==> src/rtl/instruction_decode_if.sv <==
// Fetch/write-back side to decode stage bundle; decode results back to execute.
interface instruction_decode_if #(
   parameter int PC_WIDTH = 32,
   parameter int IWIDTH   = 32,
   parameter int DWIDTH   = 32
);
   logic                d_i_ce;
   logic [IWIDTH-1:0]   d_i_instr;
   logic [PC_WIDTH-1:0] d_i_pc;
   logic                d_i_stall;
   logic                d_i_wb_en;
   logic [4:0]          d_i_wb_addr;
   logic [DWIDTH-1:0]   d_i_wb_data;

   logic                d_o_ce;
   logic [PC_WIDTH-1:0] d_o_pc;
   logic [DWIDTH-1:0]   d_o_rs_data;
   logic [DWIDTH-1:0]   d_o_rt_data;
   logic [DWIDTH-1:0]   d_o_imm;
   logic [4:0]          d_o_dest_addr;
   logic [3:0]          d_o_alu_op;
   logic                d_o_reg_write;
   logic                d_o_mem_read;
   logic                d_o_mem_write;
   logic                d_o_alu_src;
   logic                d_o_mem_to_reg;
   logic                d_o_branch;
   logic                d_o_jump;
   logic [PC_WIDTH-1:0] d_o_jump_target;
   logic                d_o_illegal;

   modport master (
      output d_i_ce, d_i_instr, d_i_pc, d_i_stall, d_i_wb_en, d_i_wb_addr, d_i_wb_data,
      input  d_o_ce, d_o_pc, d_o_rs_data, d_o_rt_data, d_o_imm, d_o_dest_addr, d_o_alu_op,
             d_o_reg_write, d_o_mem_read, d_o_mem_write, d_o_alu_src, d_o_mem_to_reg,
             d_o_branch, d_o_jump, d_o_jump_target, d_o_illegal
   );

   modport slave (
      input  d_i_ce, d_i_instr, d_i_pc, d_i_stall, d_i_wb_en, d_i_wb_addr, d_i_wb_data,
      output d_o_ce, d_o_pc, d_o_rs_data, d_o_rt_data, d_o_imm, d_o_dest_addr, d_o_alu_op,
             d_o_reg_write, d_o_mem_read, d_o_mem_write, d_o_alu_src, d_o_mem_to_reg,
             d_o_branch, d_o_jump, d_o_jump_target, d_o_illegal
   );
endinterface

==> src/rtl/instruction_decode.sv <==
// MIPS-subset decode stage: register file read with write-back bypass,
// control decode, one pipeline register toward execute.
module instruction_decode #(
   parameter int PC_WIDTH = 32,
   parameter int IWIDTH   = 32,
   parameter int DWIDTH   = 32
) (
   input  logic                 d_clk,
   input  logic                 d_rst,
   instruction_decode_if.slave  bus
);

   typedef enum logic [5:0] {
      OP_RTYPE = 6'h00,
      OP_J     = 6'h02,
      OP_BEQ   = 6'h04,
      OP_ADDI  = 6'h08,
      OP_ANDI  = 6'h0C,
      OP_ORI   = 6'h0D,
      OP_LW    = 6'h23,
      OP_SW    = 6'h2B
   } opcode_e;

   typedef enum logic [5:0] {
      FN_ADD = 6'h20,
      FN_SUB = 6'h22,
      FN_AND = 6'h24,
      FN_OR  = 6'h25,
      FN_SLT = 6'h2A
   } funct_e;

   typedef enum logic [3:0] {
      ALU_ADD = 4'd0,
      ALU_SUB = 4'd1,
      ALU_AND = 4'd2,
      ALU_OR  = 4'd3,
      ALU_SLT = 4'd4
   } alu_op_e;

   logic [DWIDTH-1:0]   rf_q [32];

   logic [5:0]          opcode;
   logic [5:0]          funct;
   logic [4:0]          rs_idx;
   logic [4:0]          rt_idx;
   logic [4:0]          rd_idx;
   logic [DWIDTH-1:0]   imm_sext;
   logic [DWIDTH-1:0]   imm_zext;
   logic                wb_hit;
   logic                unused_shamt;

   logic                ce_d,   ce_q;
   logic [PC_WIDTH-1:0] pc_d,   pc_q;
   logic [DWIDTH-1:0]   rs_d,   rs_q;
   logic [DWIDTH-1:0]   rt_d,   rt_q;
   logic [DWIDTH-1:0]   imm_d,  imm_q;
   logic [4:0]          dest_d, dest_q;
   alu_op_e             alu_d,  alu_q;
   logic                rw_d,   rw_q;
   logic                mr_d,   mr_q;
   logic                mw_d,   mw_q;
   logic                asrc_d, asrc_q;
   logic                m2r_d,  m2r_q;
   logic                br_d,   br_q;
   logic                jmp_d,  jmp_q;
   logic [PC_WIDTH-1:0] jt_d,   jt_q;
   logic                ill_d,  ill_q;

   assign opcode       = bus.d_i_instr[31:26];
   assign funct        = bus.d_i_instr[5:0];
   assign rs_idx       = bus.d_i_instr[25:21];
   assign rt_idx       = bus.d_i_instr[20:16];
   assign rd_idx       = bus.d_i_instr[15:11];
   assign imm_sext     = {{(DWIDTH-16){bus.d_i_instr[15]}}, bus.d_i_instr[15:0]};
   assign imm_zext     = {{(DWIDTH-16){1'b0}}, bus.d_i_instr[15:0]};
   assign wb_hit       = bus.d_i_wb_en && (bus.d_i_wb_addr != 5'd0);
   assign unused_shamt = ^bus.d_i_instr[10:6];

   // Decode the incoming instruction into next pipeline contents; a missing
   // fetch strobe produces an all-zero bubble instead.
   always_comb begin
      ce_d   = 1'b0;
      pc_d   = '0;
      rs_d   = '0;
      rt_d   = '0;
      imm_d  = '0;
      dest_d = '0;
      alu_d  = ALU_ADD;
      rw_d   = 1'b0;
      mr_d   = 1'b0;
      mw_d   = 1'b0;
      asrc_d = 1'b0;
      m2r_d  = 1'b0;
      br_d   = 1'b0;
      jmp_d  = 1'b0;
      jt_d   = '0;
      ill_d  = 1'b0;
      if (bus.d_i_ce) begin
         ce_d  = 1'b1;
         pc_d  = bus.d_i_pc;
         jt_d  = {bus.d_i_pc[PC_WIDTH-1:28], bus.d_i_instr[25:0], 2'b00};
         imm_d = imm_sext;
         // Same-edge write-back wins over the stored value; R0 is never stored.
         rs_d  = (wb_hit && bus.d_i_wb_addr == rs_idx) ? bus.d_i_wb_data : rf_q[rs_idx];
         rt_d  = (wb_hit && bus.d_i_wb_addr == rt_idx) ? bus.d_i_wb_data : rf_q[rt_idx];
         case (opcode)
            OP_RTYPE: begin
               rw_d   = 1'b1;
               dest_d = rd_idx;
               case (funct)
                  FN_ADD:  alu_d = ALU_ADD;
                  FN_SUB:  alu_d = ALU_SUB;
                  FN_AND:  alu_d = ALU_AND;
                  FN_OR:   alu_d = ALU_OR;
                  FN_SLT:  alu_d = ALU_SLT;
                  default: begin
                     rw_d   = 1'b0;
                     dest_d = '0;
                     ill_d  = 1'b1;
                  end
               endcase
            end
            OP_ADDI: begin
               asrc_d = 1'b1;
               rw_d   = 1'b1;
               dest_d = rt_idx;
            end
            OP_ANDI: begin
               alu_d  = ALU_AND;
               imm_d  = imm_zext;
               asrc_d = 1'b1;
               rw_d   = 1'b1;
               dest_d = rt_idx;
            end
            OP_ORI: begin
               alu_d  = ALU_OR;
               imm_d  = imm_zext;
               asrc_d = 1'b1;
               rw_d   = 1'b1;
               dest_d = rt_idx;
            end
            OP_LW: begin
               asrc_d = 1'b1;
               mr_d   = 1'b1;
               m2r_d  = 1'b1;
               rw_d   = 1'b1;
               dest_d = rt_idx;
            end
            OP_SW: begin
               asrc_d = 1'b1;
               mw_d   = 1'b1;
            end
            OP_BEQ: begin
               alu_d = ALU_SUB;
               br_d  = 1'b1;
            end
            OP_J:    jmp_d = 1'b1;
            default: ill_d = 1'b1;
         endcase
      end
   end

   // Pipeline register toward execute; stall freezes it.
   always_ff @(posedge d_clk or posedge d_rst) begin
      if (d_rst) begin
         ce_q   <= 1'b0;
         pc_q   <= '0;
         rs_q   <= '0;
         rt_q   <= '0;
         imm_q  <= '0;
         dest_q <= '0;
         alu_q  <= ALU_ADD;
         rw_q   <= 1'b0;
         mr_q   <= 1'b0;
         mw_q   <= 1'b0;
         asrc_q <= 1'b0;
         m2r_q  <= 1'b0;
         br_q   <= 1'b0;
         jmp_q  <= 1'b0;
         jt_q   <= '0;
         ill_q  <= 1'b0;
      end else if (!bus.d_i_stall) begin
         ce_q   <= ce_d;
         pc_q   <= pc_d;
         rs_q   <= rs_d;
         rt_q   <= rt_d;
         imm_q  <= imm_d;
         dest_q <= dest_d;
         alu_q  <= alu_d;
         rw_q   <= rw_d;
         mr_q   <= mr_d;
         mw_q   <= mw_d;
         asrc_q <= asrc_d;
         m2r_q  <= m2r_d;
         br_q   <= br_d;
         jmp_q  <= jmp_d;
         jt_q   <= jt_d;
         ill_q  <= ill_d;
      end
   end

   // Register file write port; entry 0 is never written and so reads zero.
   always_ff @(posedge d_clk or posedge d_rst) begin
      if (d_rst) begin
         for (int unsigned i = 0; i < 32; i++) rf_q[i] <= '0;
      end else if (wb_hit) begin
         rf_q[bus.d_i_wb_addr] <= bus.d_i_wb_data;
      end
   end

   assign bus.d_o_ce          = ce_q;
   assign bus.d_o_pc          = pc_q;
   assign bus.d_o_rs_data     = rs_q;
   assign bus.d_o_rt_data     = rt_q;
   assign bus.d_o_imm         = imm_q;
   assign bus.d_o_dest_addr   = dest_q;
   assign bus.d_o_alu_op      = alu_q;
   assign bus.d_o_reg_write   = rw_q;
   assign bus.d_o_mem_read    = mr_q;
   assign bus.d_o_mem_write   = mw_q;
   assign bus.d_o_alu_src     = asrc_q;
   assign bus.d_o_mem_to_reg  = m2r_q;
   assign bus.d_o_branch      = br_q;
   assign bus.d_o_jump        = jmp_q;
   assign bus.d_o_jump_target = jt_q;
   assign bus.d_o_illegal     = ill_q;

endmodule

==> src/flat_wrapper.sv <==
// flat-port wrapper written by rule: the top's interface ports become plain ports
module instruction_decode_flat 
#(
   parameter int PC_WIDTH = 32,
   parameter int IWIDTH   = 32,
   parameter int DWIDTH   = 32
)
  (d_clk, d_rst, bus_d_i_ce, bus_d_i_instr, bus_d_i_pc, bus_d_i_stall, bus_d_i_wb_en, bus_d_i_wb_addr, bus_d_i_wb_data, bus_d_o_ce, bus_d_o_pc, bus_d_o_rs_data, bus_d_o_rt_data, bus_d_o_imm, bus_d_o_dest_addr, bus_d_o_alu_op, bus_d_o_reg_write, bus_d_o_mem_read, bus_d_o_mem_write, bus_d_o_alu_src, bus_d_o_mem_to_reg, bus_d_o_branch, bus_d_o_jump, bus_d_o_jump_target, bus_d_o_illegal);
  instruction_decode_if #(.PC_WIDTH(PC_WIDTH), .IWIDTH(IWIDTH), .DWIDTH(DWIDTH)) bus_i ();
  input  logic d_clk;
  input  logic d_rst;
  input wire logic [$bits(bus_i.d_i_ce)-1:0] bus_d_i_ce;
  input wire logic [$bits(bus_i.d_i_instr)-1:0] bus_d_i_instr;
  input wire logic [$bits(bus_i.d_i_pc)-1:0] bus_d_i_pc;
  input wire logic [$bits(bus_i.d_i_stall)-1:0] bus_d_i_stall;
  input wire logic [$bits(bus_i.d_i_wb_en)-1:0] bus_d_i_wb_en;
  input wire logic [$bits(bus_i.d_i_wb_addr)-1:0] bus_d_i_wb_addr;
  input wire logic [$bits(bus_i.d_i_wb_data)-1:0] bus_d_i_wb_data;
  output wire logic [$bits(bus_i.d_o_ce)-1:0] bus_d_o_ce;
  output wire logic [$bits(bus_i.d_o_pc)-1:0] bus_d_o_pc;
  output wire logic [$bits(bus_i.d_o_rs_data)-1:0] bus_d_o_rs_data;
  output wire logic [$bits(bus_i.d_o_rt_data)-1:0] bus_d_o_rt_data;
  output wire logic [$bits(bus_i.d_o_imm)-1:0] bus_d_o_imm;
  output wire logic [$bits(bus_i.d_o_dest_addr)-1:0] bus_d_o_dest_addr;
  output wire logic [$bits(bus_i.d_o_alu_op)-1:0] bus_d_o_alu_op;
  output wire logic [$bits(bus_i.d_o_reg_write)-1:0] bus_d_o_reg_write;
  output wire logic [$bits(bus_i.d_o_mem_read)-1:0] bus_d_o_mem_read;
  output wire logic [$bits(bus_i.d_o_mem_write)-1:0] bus_d_o_mem_write;
  output wire logic [$bits(bus_i.d_o_alu_src)-1:0] bus_d_o_alu_src;
  output wire logic [$bits(bus_i.d_o_mem_to_reg)-1:0] bus_d_o_mem_to_reg;
  output wire logic [$bits(bus_i.d_o_branch)-1:0] bus_d_o_branch;
  output wire logic [$bits(bus_i.d_o_jump)-1:0] bus_d_o_jump;
  output wire logic [$bits(bus_i.d_o_jump_target)-1:0] bus_d_o_jump_target;
  output wire logic [$bits(bus_i.d_o_illegal)-1:0] bus_d_o_illegal;
  assign bus_i.d_i_ce = bus_d_i_ce;
  assign bus_i.d_i_instr = bus_d_i_instr;
  assign bus_i.d_i_pc = bus_d_i_pc;
  assign bus_i.d_i_stall = bus_d_i_stall;
  assign bus_i.d_i_wb_en = bus_d_i_wb_en;
  assign bus_i.d_i_wb_addr = bus_d_i_wb_addr;
  assign bus_i.d_i_wb_data = bus_d_i_wb_data;
  assign bus_d_o_ce = bus_i.d_o_ce;
  assign bus_d_o_pc = bus_i.d_o_pc;
  assign bus_d_o_rs_data = bus_i.d_o_rs_data;
  assign bus_d_o_rt_data = bus_i.d_o_rt_data;
  assign bus_d_o_imm = bus_i.d_o_imm;
  assign bus_d_o_dest_addr = bus_i.d_o_dest_addr;
  assign bus_d_o_alu_op = bus_i.d_o_alu_op;
  assign bus_d_o_reg_write = bus_i.d_o_reg_write;
  assign bus_d_o_mem_read = bus_i.d_o_mem_read;
  assign bus_d_o_mem_write = bus_i.d_o_mem_write;
  assign bus_d_o_alu_src = bus_i.d_o_alu_src;
  assign bus_d_o_mem_to_reg = bus_i.d_o_mem_to_reg;
  assign bus_d_o_branch = bus_i.d_o_branch;
  assign bus_d_o_jump = bus_i.d_o_jump;
  assign bus_d_o_jump_target = bus_i.d_o_jump_target;
  assign bus_d_o_illegal = bus_i.d_o_illegal;
  instruction_decode #(.PC_WIDTH(PC_WIDTH), .IWIDTH(IWIDTH), .DWIDTH(DWIDTH)) u_core (.d_clk(d_clk), .d_rst(d_rst), .bus(bus_i));
endmodule
==> config.mk <==
export PLATFORM = sky130hd
export DESIGN_NAME = instruction_decode_flat
export DESIGN_NICKNAME = d
export VERILOG_FILES = /design/src/rtl/instruction_decode_if.sv /design/src/rtl/instruction_decode.sv /design/src/flat_wrapper.sv
export SDC_FILE = /design/constraint.sdc
export NUM_CORES = 2
export LEC_CHECK = 0
export BUFFER_PORTS_ARGS = -buffer_cell sky130_fd_sc_hd__buf_4
export CORE_MARGIN = 2
export CORE_UTILIZATION = 64
export CTS_CLUSTER_DIAMETER = 80
export CTS_CLUSTER_SIZE = 30
export DETAILED_ROUTE_END_ITERATION = 16
export GPL_ROUTABILITY_DRIVEN = 0
export PLACE_DENSITY = 0.95
export SLEW_MARGIN = 20
export SYNTH_ARGS = -nofsm -noshare
export SYNTH_HDL_FRONTEND = slang
export SYNTH_SLANG_ARGS = --single-unit
==> constraint.sdc <==
create_clock -name d_clk -period 112.4 [get_ports d_clk]
set_input_delay 11.24 -clock d_clk [delete_from_list [all_inputs] [get_ports d_clk]]
set_output_delay 11.24 -clock d_clk [all_outputs]
set_load 0.02 [all_outputs]
==> impl_metrics.toml <==
[floorplanning]
rows = 111
die-height_um = 309.2
pin_count = 284
start_util_pct = 64.84
core_area_sq_um = 91940
die_w_um = 309.2
die-area_sq_um = 95600

[setup_path]
start_kind = "input pin"
cp_max_fo = 79
end_kind = "register"
critPathKind = "in2reg"
cpMaxStageDelayCell = "buf_4"
critPathLaunch = "bus_d_i_instr[16]"
crit_top_cell = "buf_4"
path_cells = "buf_8, buf_4, buf_4, buf_4, mux4_2, a22oi_1, nand2_1, a222oi_1, o21ai_1"
worstPathArrival_ns = 16.12
r2r-start = "u_core.rf_q[777]"
cp.required_ns = 112.93
cp_top_family = "buffers and inverters"
critical-path-max-stage-delay_ns = 0.85
critical_path_buf_inv_count = 4

[finish]
seq_area_sq_um = 29100
multi_input_area_sq_um = 28490
drive_gt1_share_pct = 50.73
syn_to_final_growth_pct = 6.727
nFillCells = 5618
layout.nets = 3997
stdcell_count = 5165

[power_and_ir_drop]
power.leakage_uw = 0.02773
ir_worst_vdd_mv = 0.01192
power.density_nw_per_um2 = 16.07

[synth]
ys_top_cells_by_area = "dfrtp_1 49%, mux4_2 19%, mux2_2 19%, clkbuf_1 1.6%, a22oi_1 1.4%"
synth_cells = 3970
ys_ff_latch = 1163
yosysMostFrequentCell = "dfrtp_1"
syn_area_sq_um = 59610
synth_top_family_by_area = "multiplexers"
yosys.area_share.simple_pct = 2.785
synth.distinct_cells = 50
yosysSeqAreaShare_pct = 48.82
synth_commonest_cells = "1,163 x dfrtp_1, 1,001 x mux2_2, 501 x mux4_2"
yosysTopAreaCellShare_pct = 48.82
synthAdderAreaFrac_pct = 0
muxShareOfSynthArea_pct = 39.56
avgSynthCellArea_sq_um = 15.02
synth_edf_count = 0
post-synth-top-area-cell = "dfrtp_1"
synthArstFlopShare_pct = 100.0
synth_compound_area_share_pct = 4.852
synth_xor_area_share_pct = 0.1763
yosysWarnings = 0
yosys_most_used_dff = "dfrtp_1"

[global_routing]
grt_pass1_vias = 41800
antenna_found_initial = 10
grt_pass1_wl_mm = 265.3
grt_usage_pct = 37.55
grt_remaining_overflow = 0
grt_max_degree = 192

[detailed_routing]
vias_per_cell = 7.777
first_pass_iters = 6
vias = 40170
drc_errors = 0
ant_nets = 0
routed_wl_mm = 177.8
wl_per_cell_um = 34.43
detail_route.iter0.violations = 6088

[sta]
rsz0062_at_grt = "no"
post-route-period-util_pct = 13.87
finalCriticalPeriod_ns = 15.59
worst_pin_slew_ns = 1.170
slew_headroom_pct = 21.78
fin_skew_ns = 0.02003
fmax_mhz = 64.14
finalHoldViolCount = 0
setup_viol = 0
maxSlewViolCount = 0
setup_tns_ns = 0

[cts]
htreeDepth = 2
cts_max_path_buffers = 3
hold_buffers = 0
cts_made_buffers = 49
path_clk_slew_ns = 0.11
cts_tree = "built"
clk_latency_ns = 0.68
cts_resized = 0
cts_sinks = 1163
ctsRootBufferMaster = "clkbuf_16"
cts_setup_buffers = 0

[place]
numPortBuffers = 280
dp.cells = 5078
dp_hpwl_mm = 102.2

[hold_path]
hold_class = "reg2reg"
holdCritStartpoint = "u_core.rf_q[1004]"

[run]
cap_violations = 0

[run_status]
status = "complete, no violations"
## sequential cells by signal, summed over array words and instances, names as in the netlist
name                        flops
u_core.bus.d_o_dest_addr        5
u_core.bus.d_o_jump_target     11
u_core.bus.d_o_jump             1
u_core.bus.d_o_mem_write        1
u_core.bus.d_o_illegal          1
u_core.bus.d_o_alu_op           3
u_core.bus.d_o_mem_read         1
u_core.bus.d_o_branch           1
u_core.bus.d_o_imm             17
u_core.bus.d_o_pc              31
u_core.bus.d_o_rs_data         32
u_core.bus.d_o_ce               1
u_core.rf_q                  1024
u_core.bus.d_o_rt_data         32
u_core.bus.d_o_reg_write        1
u_core.bus.d_o_alu_src          1
## power by group
part           total [uW]  internal [uW]  switching, uW
logic                 234            138           96.3
clock network         231           91.4            140
registers             557            492           64.8
## worst reg2reg max path: stages (launching register included)
cell and delay, ns:
dfrtp_1 0.43, mux4_2 0.49, a22oi_1 0.24, nand2_1 0.10, a222oi_1 0.43, o21ai_1 0.12
## cell usage in the layout, fill, tap and decap left out, drive strengths merged, types with 5 or more instances in the layout
cell type / instances
nor3b: 39
mux4: 501
a22o: 76
a22oi: 108
inv: 12
o22ai: 31
nor2b: 6
nand2b: 11
o311ai: 11
o21ai: 34
xor2: 9
mux2i: 76
nor3: 46
diode: 7
clkbuf: 53
a222oi: 21
a21oi: 7
a221oi: 32
nor2: 24
dfrtp: 1163
nand3: 35
buf: 362
o211ai: 32
a211oi: 5
clkinv: 9
nand2: 111
or4: 32
mux2: 1025
## worst paths after layout
check	endpoint	slack [ns]	cells past startpoint
hold / removal	u_core.rf_q[1004]	0.41	0
max in group asynchronous	u_core.rf_q[112]	97.78	7
setup reg to reg	u_core.bus.d_o_rt_data[9]	110.44	5
min in group asynchronous	u_core.bus.d_o_imm[6]	10.68	2
setup / recovery	u_core.bus.d_o_rt_data[9]	96.81	9
hold reg to reg	u_core.rf_q[1004]	0.41	0
## per-layer routing
metal	vias up	global-route usage, %	share of wire [%]
li1	15110	-	-
met1	20910	48.60	35
met2	3343	56.62	46
met3	796	10.87	13
met4	8	23.32	6.5
met5	-	0	0.024
## cell families (layout without fill, tap and decap cells)
| kind of cell | Yosys count | count (layout) |
|---|---|---|
| AO/OA/AOI/OAI | 375 | 375 |
| XOR/XNOR | 12 | 12 |
| buffers and inverters | 497 | 440 |
| flip-flops | 1163 | 1163 |
| multiplexers | 1602 | 1602 |
| other | 1 | 10 |
| AND/OR/NAND/NOR | 320 | 320 |
## per-stage QoR
step | total power (uW) | utilization (%) | cell area, sq um | setup slack, ns | hold slack [ns]
floorplan | 719.6 | - | 59620 | 68.40 | 0.4413
global placement | 768.0 | 67.35 | 61920 | 96.36 | 0.3767
detailed placement | 789.1 | 67.35 | 61920 | 96.19 | 0.3820
CTS | 1014 | 69.04 | 63470 | 96.87 | 0.4076
global route | 1056 | 69.20 | 63620 | 96.44 | 0.4186
finish | 1022 | 69.20 | 63620 | 96.81 | 0.4090
## cell type report
type                    count  area share (%)
clock buffers              53           2.033
inverters                   3         0.02950
clock inverters            22          0.4051
multi-input cells        2312           44.78
well taps                1243           2.444
diodes                      7         0.02753
flip-flops and latches   1163           45.74
repair buffers            362           4.539
No activity file was read; power rests on OpenSTA's default activity.
